$ cat config.mk
export PLATFORM = sky130hd
export DESIGN_NAME = attack_bar
export DESIGN_NICKNAME = d
export VERILOG_FILES = /design/src/rtl/attack_bar.sv
export SDC_FILE = /design/constraint.sdc
export NUM_CORES = 1
export LEC_CHECK = 0
export CAP_MARGIN = 20
export CORE_MARGIN = 5
export CORE_UTILIZATION = 38
export CTS_BUF_LIST = sky130_fd_sc_hd__clkbuf_16
export DETAILED_ROUTE_END_ITERATION = 8
export GPL_TIMING_DRIVEN = 0
export PLACE_DENSITY_LB_ADDON = 0.12
export SLEW_MARGIN = 15
export SYNTH_ARGS = -nofsm -noshare
export SYNTH_HDL_FRONTEND = slang
export SYNTH_SLANG_ARGS = --single-unit
$ cat constraint.sdc
create_clock -name clk -period 2.7 [get_ports clk]
set_input_delay 0.54 -clock clk [delete_from_list [all_inputs] [get_ports clk]]
set_output_delay 0.54 -clock clk [all_outputs]
set_load 0.01 [all_outputs]
$ cat src/rtl/attack_bar.sv
// rtl/attack_bar.sv - player attack timing bar: sweeping cursor, press-to-stop damage, bar overlay pixels
module attack_bar #(
    parameter logic [3:0] STATE_CODE  = 4'b0001,
    parameter int         BAR_X       = 256,
    parameter int         BAR_Y       = 400,
    parameter int         BAR_W       = 512,
    parameter int         BAR_H       = 32,
    parameter int         STEP        = 4,
    parameter int         FRAME_V     = 768,
    parameter int         MAX_DMG     = 32,
    parameter int         DMG_SHIFT   = 3,
    parameter int         HOLD_FRAMES = 30
) (
    input  logic        clk,
    input  logic        rst,
    input  logic [10:0] hcount_in,
    input  logic [9:0]  vcount_in,
    input  logic [3:0]  state_in,
    input  logic [1:0]  rotate_in,
    output logic        busy_out,
    output logic        finished_out,
    output logic        damage_valid_out,
    output logic [7:0]  damage_amt_out,
    output logic [11:0] pixel_out
);

    // Bar geometry widened so BAR_X+BAR_W and BAR_Y+BAR_H never wrap.
    localparam logic [11:0] X_LO      = 12'(BAR_X);
    localparam logic [11:0] X_HI      = 12'(BAR_X + BAR_W);
    localparam logic [10:0] Y_LO      = 11'(BAR_Y);
    localparam logic [10:0] Y_HI      = 11'(BAR_Y + BAR_H);
    localparam logic [10:0] X_OFF     = 11'(BAR_X);
    localparam logic [10:0] W_BAR     = 11'(BAR_W);
    localparam logic [10:0] STEP_W    = 11'(STEP);
    localparam logic [9:0]  HALF      = 10'(BAR_W / 2);
    localparam logic [10:0] CTR_LO    = 11'(BAR_W / 2 - 8);
    localparam logic [10:0] CTR_HI    = 11'(BAR_W / 2 + 8);
    localparam logic [9:0]  V_TICK    = 10'(FRAME_V);
    localparam logic [9:0]  MAX_D10   = 10'(MAX_DMG);
    localparam logic [7:0]  MAX_D8    = 8'(MAX_DMG);
    localparam logic [7:0]  HOLD_LAST = 8'(HOLD_FRAMES - 1);

    typedef enum logic [2:0] {
        S_IDLE  = 3'd0,
        S_ARM   = 3'd1,
        S_SWEEP = 3'd2,
        S_HOLD  = 3'd3,
        S_DONE  = 3'd4
    } state_t;

    state_t      r_state;
    state_t      w_state_nxt;
    logic        r_btn;
    logic [9:0]  r_cursor;
    logic        r_miss;
    logic [7:0]  r_hold_cnt;
    logic        r_dmg_valid;
    logic [7:0]  r_dmg_amt;
    logic [11:0] r_pixel;

    logic        w_tick;
    logic        w_active;
    logic        w_press;
    logic [10:0] w_cur_next;
    logic        w_end;
    logic        w_hold_done;
    logic        w_hit;
    logic        w_miss;
    logic        w_advance;
    logic        w_draw;
    logic [9:0]  w_dist;
    logic [9:0]  w_shift;
    logic [7:0]  w_dmg_diff;
    logic [7:0]  w_dmg;
    logic        w_in_x;
    logic        w_in_y;
    logic [10:0] w_rel;
    logic [10:0] w_cur_lo;
    logic        w_cur_col;
    logic        w_ctr;

    // Frame tick, button edge, cursor step and result conditions.
    always_comb begin
        w_tick      = (hcount_in == 11'd0) && (vcount_in == V_TICK);
        w_active    = (state_in == STATE_CODE);
        w_press     = rotate_in[0] & ~r_btn;
        w_cur_next  = {1'b0, r_cursor} + STEP_W;
        w_end       = (w_cur_next >= W_BAR);
        w_hold_done = w_tick && (r_hold_cnt == HOLD_LAST);
        // A press beats end-of-bar in the same cycle; leaving the state code beats both.
        w_hit       = (r_state == S_SWEEP) && w_active && w_press;
        w_miss      = (r_state == S_SWEEP) && w_active && !w_press && w_tick && w_end;
        w_advance   = (r_state == S_SWEEP) && w_active && !w_press && w_tick && !w_end;
    end

    // Damage from distance to bar centre, saturating at zero.
    always_comb begin
        w_dist     = (r_cursor >= HALF) ? (r_cursor - HALF) : (HALF - r_cursor);
        w_shift    = w_dist >> DMG_SHIFT;
        w_dmg_diff = MAX_D8 - w_shift[7:0];
        w_dmg      = (w_shift >= MAX_D10) ? 8'd0 : w_dmg_diff;
    end

    // State register.
    always_ff @(posedge clk or negedge rst) begin
        if (!rst) begin
            r_state <= S_IDLE;
        end else begin
            r_state <= w_state_nxt;
        end
    end

    // Next-state logic; any loss of the state code before DONE aborts silently.
    always_comb begin
        w_state_nxt = r_state;
        case (r_state)
            S_IDLE: begin
                if (w_active) w_state_nxt = S_ARM;
            end
            S_ARM: begin
                if (!w_active)   w_state_nxt = S_IDLE;
                else if (w_tick) w_state_nxt = S_SWEEP;
            end
            S_SWEEP: begin
                if (!w_active)          w_state_nxt = S_IDLE;
                else if (w_hit || w_miss) w_state_nxt = S_HOLD;
            end
            S_HOLD: begin
                if (!w_active)        w_state_nxt = S_IDLE;
                else if (w_hold_done) w_state_nxt = S_DONE;
            end
            S_DONE: begin
                if (!w_active) w_state_nxt = S_IDLE;
            end
            default: w_state_nxt = S_IDLE;
        endcase
    end

    // State-decoded outputs.
    always_comb begin
        busy_out     = (r_state == S_SWEEP) || (r_state == S_HOLD);
        finished_out = (r_state == S_DONE);
        w_draw       = (r_state == S_ARM) || (r_state == S_SWEEP) || (r_state == S_HOLD);
    end

    // Previous button level for rising-edge detection, tracked in every state.
    always_ff @(posedge clk or negedge rst) begin
        if (!rst) begin
            r_btn <= 1'b0;
        end else begin
            r_btn <= rotate_in[0];
        end
    end

    // Cursor: cleared when the sweep starts, stepped per tick, frozen once a result exists.
    always_ff @(posedge clk or negedge rst) begin
        if (!rst) begin
            r_cursor <= 10'd0;
        end else if ((r_state == S_ARM) && w_active && w_tick) begin
            r_cursor <= 10'd0;
        end else if (w_advance) begin
            r_cursor <= w_cur_next[9:0];
        end
    end

    // Miss flag selects the red cursor while the result is on screen.
    always_ff @(posedge clk or negedge rst) begin
        if (!rst) begin
            r_miss <= 1'b0;
        end else if ((r_state == S_ARM) && w_active && w_tick) begin
            r_miss <= 1'b0;
        end else if (w_miss) begin
            r_miss <= 1'b1;
        end
    end

    // Counts frame ticks while the result is displayed.
    always_ff @(posedge clk or negedge rst) begin
        if (!rst) begin
            r_hold_cnt <= 8'd0;
        end else if (r_state != S_HOLD) begin
            r_hold_cnt <= 8'd0;
        end else if (w_tick) begin
            r_hold_cnt <= r_hold_cnt + 8'd1;
        end
    end

    // Result pulse and held damage amount; only one result per round can exist.
    always_ff @(posedge clk or negedge rst) begin
        if (!rst) begin
            r_dmg_valid <= 1'b0;
            r_dmg_amt   <= 8'd0;
        end else begin
            r_dmg_valid <= w_hit || w_miss;
            if (w_hit) begin
                r_dmg_amt <= w_dmg;
            end else if (w_miss) begin
                r_dmg_amt <= 8'd0;
            end
        end
    end

    // Bar-rectangle, cursor-column and centre-zone hit tests for the current pixel.
    always_comb begin
        w_in_x    = ({1'b0, hcount_in} >= X_LO) && ({1'b0, hcount_in} < X_HI);
        w_in_y    = ({1'b0, vcount_in} >= Y_LO) && ({1'b0, vcount_in} < Y_HI);
        w_rel     = hcount_in - X_OFF;
        w_cur_lo  = {1'b0, r_cursor};
        w_cur_col = (w_rel >= w_cur_lo) && (w_rel < (w_cur_lo + 11'd4));
        w_ctr     = (w_rel > CTR_LO) && (w_rel < CTR_HI);
    end

    // Registered pixel: black outside the bar or when this block is not on screen.
    always_ff @(posedge clk or negedge rst) begin
        if (!rst) begin
            r_pixel <= 12'h000;
        end else if (!w_draw || !w_in_x || !w_in_y) begin
            r_pixel <= 12'h000;
        end else if (w_cur_col) begin
            r_pixel <= ((r_state == S_HOLD) && r_miss) ? 12'hF00 : 12'hFFF;
        end else if (w_ctr) begin
            r_pixel <= 12'h0F0;
        end else begin
            r_pixel <= 12'h444;
        end
    end

    assign damage_valid_out = r_dmg_valid;
    assign damage_amt_out   = r_dmg_amt;
    assign pixel_out        = r_pixel;

endmodule

==> metrics.yaml, run 1 <==
synth_largest_area_cell: "dfrtp_1"
fin_nets: 409
wl_per_cell_microns: 14.1
drive_gt1_frac: 0.261
vias: 2268
p_leak_nw: 1.71
arrival_ns: 2.88
path_buf_inv: 2
dr.pass1.iters: 4
antenna_found_initial: 0
dieArea_sq_um: 8440
slowest_stage: "dfrtp_2"
r2r_cells: 13
hold_slack_ns: 0.124
peakVddDrop_v: 0.000271
tightest_slew_ns: 0.594
yosysWarnings: 0
hpwl_microns: 4470
ys_seq_area_frac: 0.354
max_freq_mhz: 375
place_inst: 397
hold_path.class: "input pin to asynchronous set/reset pin"
grt_max_degree: 29
cts_buffer_depth: 2
postRouteAntennaNets: 0
ys_top_cells_by_area: "dfrtp_1, ha_1, xnor2_1, inv_1, nor2_1"
chipWidth_microns: 91.9
fin_crit_ns: 2.67
synth_top_area_frac: 0.354
ys_types: 46
outcome: "finished, final reports clean"
power.total_mw: 1.22
htreeDepth: 2
register_area_sq_um: 905
cp_max_fo: 5
cts.sinks: 36
route.detailed.drc: 0
ys_top_cells_by_count: "dfrtp_1, ha_1, inv_1"
grt_setup_unrepaired: "true"
die_y_microns: 91.9
post-place-ws_ns: -0.891
postCtsHoldBufs: 0
vias_per_cell: 5.29
critical_path_class: "flip-flop to flip-flop"
crit_chain: "ha_4 -> inv_4 -> nor3_4 -> nand3_2 -> xnor2_2 -> ha_1 -> a21o_1 -> a21oi_1 -> o211ai_1 -> a311oi_2 -> buf_4 -> a21boi_1 -> o21ba_2"
end_kind: "flip-flop"
syn_inst: 269
cellPowerDensity_nw_per_um2: 327
hold_viol_final: 0
fin_crit_sh: 0.988
cp-start-kind: "flip-flop"
final_cell_count_no_fill: 429
drt-initial-drc-count: 89
row_count: 29
grt_pass1_vias: 2041
cts_root_buffer: "clkbuf_16"
slew_headroom: 0.602
portBuffers: 50
synth.most_common_cell: "dfrtp_1"
grt.total_usage: 0.138
fillers: 556
cp_top_family: "compound AO/OA/AOI/OAI gates"
ys_ff_latch: 36
grt-ovfl-total: 0
clk_latency_ns: 0.27
cts_tree: "yes"
multi_input_area_sq_um: 1710
cts.clk_slew.worst_paths_ns: 0.05
rrSetupSlack_ns: 0.03
drt-total-wl_microns: 6070
slew_violations: 0
grt_pass1_wl_microns: 9560
syn-num-nets: 326
setup_viol: 0
fin_worst_skew_ns: 0.00387
synth-edff-count: 0
synth_area_sq_um: 2550
start_util: 0.397
maxCapViolCount: 0
r2r-end: "pixel_out[7]$_DFF_PN0_"
worstReg2RegStart: "r_cursor[3]$_DFFE_PN0P_"
tns_ns: 0
syn_area_per_cell_sq_um: 9.47
diodes: 0
finalWorstSetupSlack_ns: 0.0319
gp_congestion: 0.842
core_area_sq_um: 6420
cts-buffers-inserted: 5
ios: 52
area_delta_synth_final_pct: 46.7
async_reset_ff_frac: 1.00
synth_flop_cell: "dfrtp_1"
cp_data_required_time_ns: 2.91
max_stage_delay_ns: 0.43
power by group:
part           leakage [nW]  switching (mW)  internal [mW]  total [mW]
Combinational          1.15          0.0691         0.0809       0.150
Clock                0.0648           0.199          0.330       0.529
Sequential            0.492         0.00122          0.541       0.542
cell usage in the layout (no fill, tap or decap), drive strengths merged, types with 2 or more instances in the layout:
cell type / synthesis / routed
clkdlybuf4s50: 0 / 41
buf: 8 / 38
dfrtp: 36 / 36
ha: 28 / 28
nor2: 19 / 19
inv: 21 / 19
nand2: 18 / 18
xnor2: 17 / 17
nand4: 10 / 10
nand3: 10 / 10
a21oi: 10 / 10
xor2: 8 / 8
o211ai: 7 / 7
or4: 7 / 7
dlymetal6s2s: 0 / 6
clkbuf: 3 / 6
nor3: 6 / 6
a22o: 5 / 5
nor4: 5 / 5
mux2i: 4 / 4
and2: 4 / 4
nor2b: 4 / 4
a211oi: 4 / 4
a31oi: 4 / 4
and3: 4 / 4
or3b: 3 / 3
a21o: 3 / 3
nand3b: 3 / 3
o21ai: 3 / 3
a21boi: 3 / 3
clkinv: 1 / 3
clkinvlp: 0 / 2
o31ai: 2 / 2
and4: 2 / 2
per-stage QoR:
stage               utilization  area (sq um)
global route              0.582          3740
detailed placement        0.494          3170
finish                    0.582          3740
CTS                       0.543          3480
global placement          0.492          3160
floorplan                     -          2560
registers in the layout, indices dropped and copies added, names as in the netlist:
register	flops
damage_amt_out	8
r_cursor	8
r_hold_cnt	8
pixel_out	6
r_state	3
damage_valid_out	1
r_btn	1
r_miss	1
worst max path at each step:
stage	cells past startpoint	startpoint	end
floorplan	12	r_cursor[3]$_DFFE_PN0P_	pixel_out[7]$_DFF_PN0_
global placement	12	hcount_in[8]	pixel_out[7]$_DFF_PN0_
detailed placement	12	hcount_in[8]	pixel_out[7]$_DFF_PN0_
CTS	8	state_in[1]	r_cursor[5]$_DFFE_PN0P_
global route	13	r_cursor[3]$_DFFE_PN0P_	pixel_out[7]$_DFF_PN0_
finish	13	r_cursor[3]$_DFFE_PN0P_	pixel_out[7]$_DFF_PN0_
worst register-to-register path: cells and delay by family, from the launching register on:
kind | cells | cell delay [ns]
AO/OA/AOI/OAI | 6 | 0.94
XOR/XNOR | 1 | 0.17
adder cells (fa/ha/maj) | 2 | 0.47
buffers and inverters | 2 | 0.23
flip-flops | 1 | 0.43
AND/OR/NAND/NOR | 2 | 0.36
cell type report:
type / instances / area share
plain buffers: 9 / 0.0194
flip-flops and latches: 36 / 0.242
inverters: 22 / 0.0251
clock inverters: 2 / 0.00201
well taps: 77 / 0.0258
repair buffers: 78 / 0.196
clock buffers: 5 / 0.0335
multi-input cells: 200 / 0.457
routing by layer:
| metal | GRT usage | vias up | share of wire | wire (microns) |
|---|---|---|---|---|
| li1 | - | 1127 | - | - |
| met1 | 0.202 | 1053 | 0.49 | 2950 |
| met2 | 0.197 | 73 | 0.43 | 2600 |
| met3 | 0.0278 | 15 | 0.058 | 353 |
| met4 | 0.0569 | 0 | 0.029 | 174 |
| met5 | 0 | - | 0 | 0 |
logic make-up after synthesis:
group,Yosys count,share of synthesized area
AOI/OAI and AO/OA,44,0.120
xor gates and xnor gates,25,0.0860
adders and majority gates,29,0.141
buffers and inverters,33,0.0609
DFF,36,0.354
muxes,4,0.0157
and+or+nand+nor,98,0.222
what timing repair did:
item                       4_1_cts  5_1_grt
pin swaps                        6       18
setup buffers                   12       15
setup endpoints to repair       25       16
gates resized for setup         28       35
(Power assumes the default switching activity.)
==> run 2: changes to the inputs <==
--- a/config.mk
+++ b/config.mk
@@ -6,11 +6,13 @@
 export NUM_CORES = 1
 export LEC_CHECK = 0
 export CAP_MARGIN = 20
-export CORE_MARGIN = 5
+export CORE_MARGIN = 2
 export CORE_UTILIZATION = 38
 export CTS_BUF_LIST = sky130_fd_sc_hd__clkbuf_16
 export DETAILED_ROUTE_END_ITERATION = 8
+export DONT_BUFFER_PORTS = 1
 export GPL_TIMING_DRIVEN = 0
+export HOLD_SLACK_MARGIN = 0.12
 export PLACE_DENSITY_LB_ADDON = 0.12
 export SLEW_MARGIN = 15
 export SYNTH_ARGS = -nofsm -noshare
==> metrics.yaml, run 2 (same netlist as run 1, synthesis figures left out) <==
grt_pass1_vias: 1914
peakVddDrop_v: 0.000184
cp_top_family: "simple AND/OR/NAND/NOR gates"
crit_chain: "buf_4 -> and4_1 -> nand4_1 -> xnor2_2 -> ha_1 -> and4_4 -> a21oi_2 -> o211ai_1 -> a311oi_2 -> buf_4 -> a31oi_1 -> nor2b_1"
cpMostUsedCell: "buf_4"
arrival_ns: 2.77
tns_ns: 0
hold_slack_ns: 0.292
failed_checks: "DRC"
outcome: "finished with violations"
maxCapViolCount: 0
cts.clk_slew.worst_paths_ns: 0.05
dieArea_sq_um: 7370
hpwl_microns: 4290
swShare: 0.219
gp_congestion: 0.798
cts_tree: "yes"
drive_gt1_frac: 0.207
cp_data_required_time_ns: 2.85
p_clk_frac: 0.458
grt_pass1_wl_microns: 9600
hold_viol_final: 0
row_count: 29
drt-initial-drc-count: 60
portBuffers: 0
cp-start-kind: "flip-flop"
grt_setup_unrepaired: "true"
fin_nets: 352
path_buf_inv: 2
cts.sinks: 36
end_kind: "flip-flop"
cts_buffer_depth: 2
final_cell_count_no_fill: 372
cts-buffers-inserted: 5
chipWidth_microns: 85.9
setup_viol: 0
hold_path.class: "input pin to flip-flop"
slew_headroom: 0.532
core_area_sq_um: 6420
grt-ovfl-total: 0
r2r_cells: 12
cellPowerDensity_nw_per_um2: 382
cts_root_buffer: "clkbuf_16"
wl_per_cell_microns: 15.4
ios: 52
share_comb_of_total_power: 0.077
p_leak_nw: 1.41
slew_violations: 0
slowest_stage: "dfrtp_2"
final_cell_mix: "dfrtp_1, ha_1, buf_4, nor2_1"
grt.total_usage: 0.164
die_y_microns: 85.9
grt_max_degree: 37
dr.pass1.iters: 9
internal_power_mw: 0.911
start_util: 0.397
fin_crit_sh: 0.969
route.detailed.drc: 3
vias: 2006
fin_crit_ns: 2.62
postRouteAntennaNets: 0
layout_commonest_cell: "dfrtp_1"
fin_area_sq_um: 3060
max_freq_mhz: 382
max_stage_delay_ns: 0.42
area_delta_synth_final_pct: 20.0
p_sw_mw: 0.256
critical_path_cell_count: 12
tightest_slew_ns: 0.701
whs_path_depth: 0
antenna_found_initial: 0
drt-total-wl_microns: 5720
p_seq_frac: 0.465
cp_max_fo: 5
fin_worst_skew_ns: 0.00419
placed_area_sq_um: 2660
clk_latency_ns: 0.28
diodes: 0
vias_per_cell: 5.39
htreeDepth: 2
critical_path_class: "flip-flop to flip-flop"
place_inst: 346
final_core_util: 0.476
[run 2: changes by cell type in the layout (fill, tap and decap cells not counted), sizes merged]
cell / before / now
buf: 38 / 28
dlygate4sd2: 1 / 0
clkinv: 3 / 2
clkdlybuf4s50: 41 / 0
inv: 19 / 20
dlymetal6s2s: 6 / 0
dlygate4sd3: 0 / 1
[run 2: cell type report]
type | count | area [sq um]
plain buffers | 10 | 80.1
multi-input cells | 200 | 1590
repair buffers | 20 | 165
flip-flops and latches | 36 | 903
clock buffers | 5 | 125
fillers | 607 | 3370
clock inverters | 2 | 7.51
well taps | 77 | 96.3
inverters | 22 | 92.6
[run 2: per-stage QoR]
step	power [mW]	setup WS (ns)
4_1_cts	1.18	0.00538
3_5_place_dp	0.613	-0.401
5_1_grt	1.22	-0.0517
3_3_place_gp	0.611	-0.393
6_report	1.17	0.0826
2_1_floorplan	0.601	0.0659
[run 2: what timing repair did]
item                                    4_1_cts  5_1_grt
buffers inserted                              6       12
pin swaps                                     5        3
endpoints found under the setup margin        6        7
gates resized for setup                      13       16
hold endpoints to repair                     36        0
hold buffers                                  2        0
[run 2: power groups by stage]
stage | combinational (mW) | sequential (mW) | clock, mW
global placement | 0.0598 | 0.552 | 0
detailed placement | 0.0612 | 0.552 | 0
global route | 0.104 | 0.542 | 0.575
CTS | 0.0844 | 0.542 | 0.552
finish | 0.0899 | 0.542 | 0.535
floorplan | 0.0495 | 0.551 | 0
[run 2: metal layers]
layer  wire length, microns  global-route usage  vias up  part of all wire
li1                       -                   -     1009                 -
met1                   2980               0.239      929              0.52
met2                   2410               0.246       63              0.42
met3                    266              0.0318        5             0.046
met4                     66              0.0476        0             0.012
met5                      0                   0        -                 0
[run 2: worst reg2reg max path, stage by stage, from the launching register on]
cell	delay (ns)
dfrtp_2	0.42
buf_4	0.13
and4_1	0.22
nand4_1	0.17
xnor2_2	0.20
ha_1	0.32
and4_4	0.17
a21oi_2	0.12
o211ai_1	0.11
a311oi_2	0.19
buf_4	0.18
a31oi_1	0.10
nor2b_1	0.17
[run 2: worst paths after layout]
check	startpoint	endpoint	slack, ns
setup / recovery	r_cursor[3]$_DFFE_PN0P_	pixel_out[2]$_DFF_PN0_	0.08
hold / removal	rotate_in[0]	r_btn$_DFF_PN0_	0.29
setup reg to reg	r_cursor[3]$_DFFE_PN0P_	pixel_out[2]$_DFF_PN0_	0.08
hold reg to reg	r_miss$_DFFE_PN0P_	pixel_out[3]$_DFF_PN0_	0.52
max in group asynchronous	rst	r_hold_cnt[6]$_DFFE_PN0P_	1.77
min in group asynchronous	rst	r_cursor[2]$_DFFE_PN0P_	0.72
==> run 3: changes to the inputs <==
--- a/config.mk
+++ b/config.mk
@@ -6,13 +6,14 @@
 export NUM_CORES = 1
 export LEC_CHECK = 0
 export CAP_MARGIN = 20
+export CELL_PAD_IN_SITES_DETAIL_PLACEMENT = 1
+export CELL_PAD_IN_SITES_GLOBAL_PLACEMENT = 2
 export CORE_MARGIN = 2
-export CORE_UTILIZATION = 38
+export CORE_UTILIZATION = 29
 export CTS_BUF_LIST = sky130_fd_sc_hd__clkbuf_16
 export DETAILED_ROUTE_END_ITERATION = 8
-export DONT_BUFFER_PORTS = 1
 export GPL_TIMING_DRIVEN = 0
-export HOLD_SLACK_MARGIN = 0.12
+export HOLD_SLACK_MARGIN = 0.1
 export PLACE_DENSITY_LB_ADDON = 0.12
 export SLEW_MARGIN = 15
 export SYNTH_ARGS = -nofsm -noshare
==> metrics.yaml, run 3 (same netlist as run 1, synthesis figures left out) <==
p_leak_nw: 1.78
drive_gt1_frac: 0.279
ios: 52
cpMostUsedCell: "and4_4"
p_clk_frac: 0.485
grt_use_met1: 0.210
htreeDepth: 2
grt_busiest_layer: "met2"
grtUsageMet3: 0.0273
cts-buffers-inserted: 5
portBuffers: 50
cts_tree: "yes"
power.total_mw: 1.35
swShare: 0.220
diodes: 0
grt-ovfl-total: 0
final_cell_mix: "clkdlybuf4s50_1, buf_4, dfrtp_1, ha_1, nor2_1"
fin_crit_ns: 2.65
dieArea_sq_um: 9550
grt_use_met2: 0.255
grt_pass1_wl_microns: 11900
layout_commonest_cell: "clkdlybuf4s50_1"
gp_congestion: 0.780
internal_power_mw: 1.05
fin_crit_sh: 0.982
grt_max_degree: 25
cp_data_required_time_ns: 2.86
p_seq_frac: 0.402
maxCapViolCount: 0
hold_path.class: "input pin to asynchronous set/reset pin"
tightest_slew_ns: 0.542
area_delta_synth_final_pct: 51.7
drt-initial-drc-count: 51
cts.clk_slew.worst_paths_ns: 0.06
cts_root_buffer: "clkbuf_16"
slowest_stage: "dfrtp_2"
grt_pass1_vias: 2386
antenna_found_initial: 0
slew_violations: 0
cts_buffer_depth: 2
core_area_sq_um: 8640
share_comb_of_total_power: 0.113
crit_chain: "buf_6 -> and4_4 -> nand4_1 -> xnor2_2 -> ha_1 -> and4_4 -> a21oi_2 -> o211ai_1 -> a311oi_2 -> buf_4 -> nor4_4 -> o21ba_2"
cellPowerDensity_nw_per_um2: 349
route.detailed.drc: 0
arrival_ns: 2.81
die_y_microns: 97.7
end_kind: "flip-flop"
cp_max_fo: 6
path_buf_inv: 2
row_count: 34
hpwl_microns: 5390
cp-start-kind: "flip-flop"
postRouteAntennaNets: 0
fin_nets: 414
peakVddDrop_v: 0.000294
vias: 2317
grt.total_usage: 0.154
cts.sinks: 36
slew_headroom: 0.637
p_sw_mw: 0.297
vias_per_cell: 4.97
critical_path_class: "flip-flop to flip-flop"
setup_viol: 0
dr.pass1.iters: 4
fin_worst_skew_ns: 0.00751
final_core_util: 0.448
wl_per_cell_microns: 15.7
hold_viol_final: 0
outcome: "finished, final reports clean"
max_freq_mhz: 377
chipWidth_microns: 97.7
start_util: 0.295
cp_top_family: "compound AO/OA/AOI/OAI gates"
clk_latency_ns: 0.28
fillers: 969
drt-total-wl_microns: 7300
grt_setup_unrepaired: "true"
max_stage_delay_ns: 0.39
-- run 3: cell types whose count changed in the layout (fill, tap and decap cells not counted), moves of 3 or more --
cell	delta
inv_1	-4
buf_6	+5
clkdlybuf4s50_1	+40
dlygate4sd2_1	+3
buf_4	+9
dlymetal6s2s_1	+5
nor3_1	-3
inv_2	+3
-- run 3: power groups by stage --
| stage | clock [mW] | combinational [mW] | sequential (mW) |
|---|---|---|---|
| 6_report | 0.654 | 0.152 | 0.542 |
| 5_1_grt | 0.698 | 0.169 | 0.542 |
| 4_1_cts | 0.676 | 0.143 | 0.542 |
| 3_5_place_dp | 0 | 0.126 | 0.552 |
| 3_3_place_gp | 0 | 0.119 | 0.552 |
| 2_1_floorplan | 0 | 0.0495 | 0.551 |
-- run 3: path summary, 6_finish.rpt --
path                                                from                       endpoint  slack, ns  cells after the start
setup / recovery                 r_cursor[3]$_DFFE_PN0P_         pixel_out[7]$_DFF_PN0_       0.05                     12
hold / removal                                       rst  damage_amt_out[3]$_DFFE_PN0P_       0.15                      1
setup reg to reg                 r_cursor[3]$_DFFE_PN0P_         pixel_out[7]$_DFF_PN0_       0.05                     12
hold reg to reg            damage_amt_out[6]$_DFFE_PN0P_  damage_amt_out[6]$_DFFE_PN0P_       0.49                      1
max in group asynchronous                            rst        r_cursor[5]$_DFFE_PN0P_       2.10                      2
min in group clk           damage_amt_out[6]$_DFFE_PN0P_  damage_amt_out[6]$_DFFE_PN0P_       0.49                      1
-- run 3: final cells by class --
cell class,count,area (sq um),area share
inverter,22,97.6,0.0253
timing repair buffer,83,777,0.201
sequential,36,905,0.234
buffer,9,72.6,0.0188
clock buffer,5,125,0.0324
clock inverter,3,38.8,0.0100
tap,108,135,0.0350
multi-input combinational,200,1710,0.444
-- run 3: through the flow --
step                instance area (sq um)  instances  TNS (ns)  hold slack, ns  setup slack, ns
floorplan                            2560        269         0           0.244           0.0659
CTS                                  3600        448         0           0.156          0.00916
global route                         3860        466    -0.177           0.172          -0.0721
detailed placement                   3210        428    -18.85           0.456           -0.835
global placement                     3200        427    -18.42           0.467           -0.808
finish                               3860        466         0           0.150           0.0491
-- run 3: routing by layer --
metal	wire length (microns)	part of all wire	vias up
met5	0	0	-
met4	76	0.010	0
met3	204	0.028	4
met2	3500	0.48	39
met1	3520	0.48	1134
li1	-	-	1140
-- run 3: worst register-to-register path, cell delays in order (launching register included) --
cell and delay (ns):
dfrtp_2 0.39, buf_6 0.14, and4_4 0.23, nand4_1 0.15, xnor2_2 0.20, ha_1 0.33, and4_4 0.17, a21oi_2 0.11
o211ai_1 0.12, a311oi_2 0.25, buf_4 0.18, nor4_4 0.06, o21ba_2 0.21
-- run 3: repair_timing --
action                                  in CTS  in global routing
pin swaps                                   13                 20
endpoints found under the setup margin      27                 14
setup buffers                               13                 18
cloned                                       0                  1
hold buffers                                 0                  0
resized for setup                           40                 32
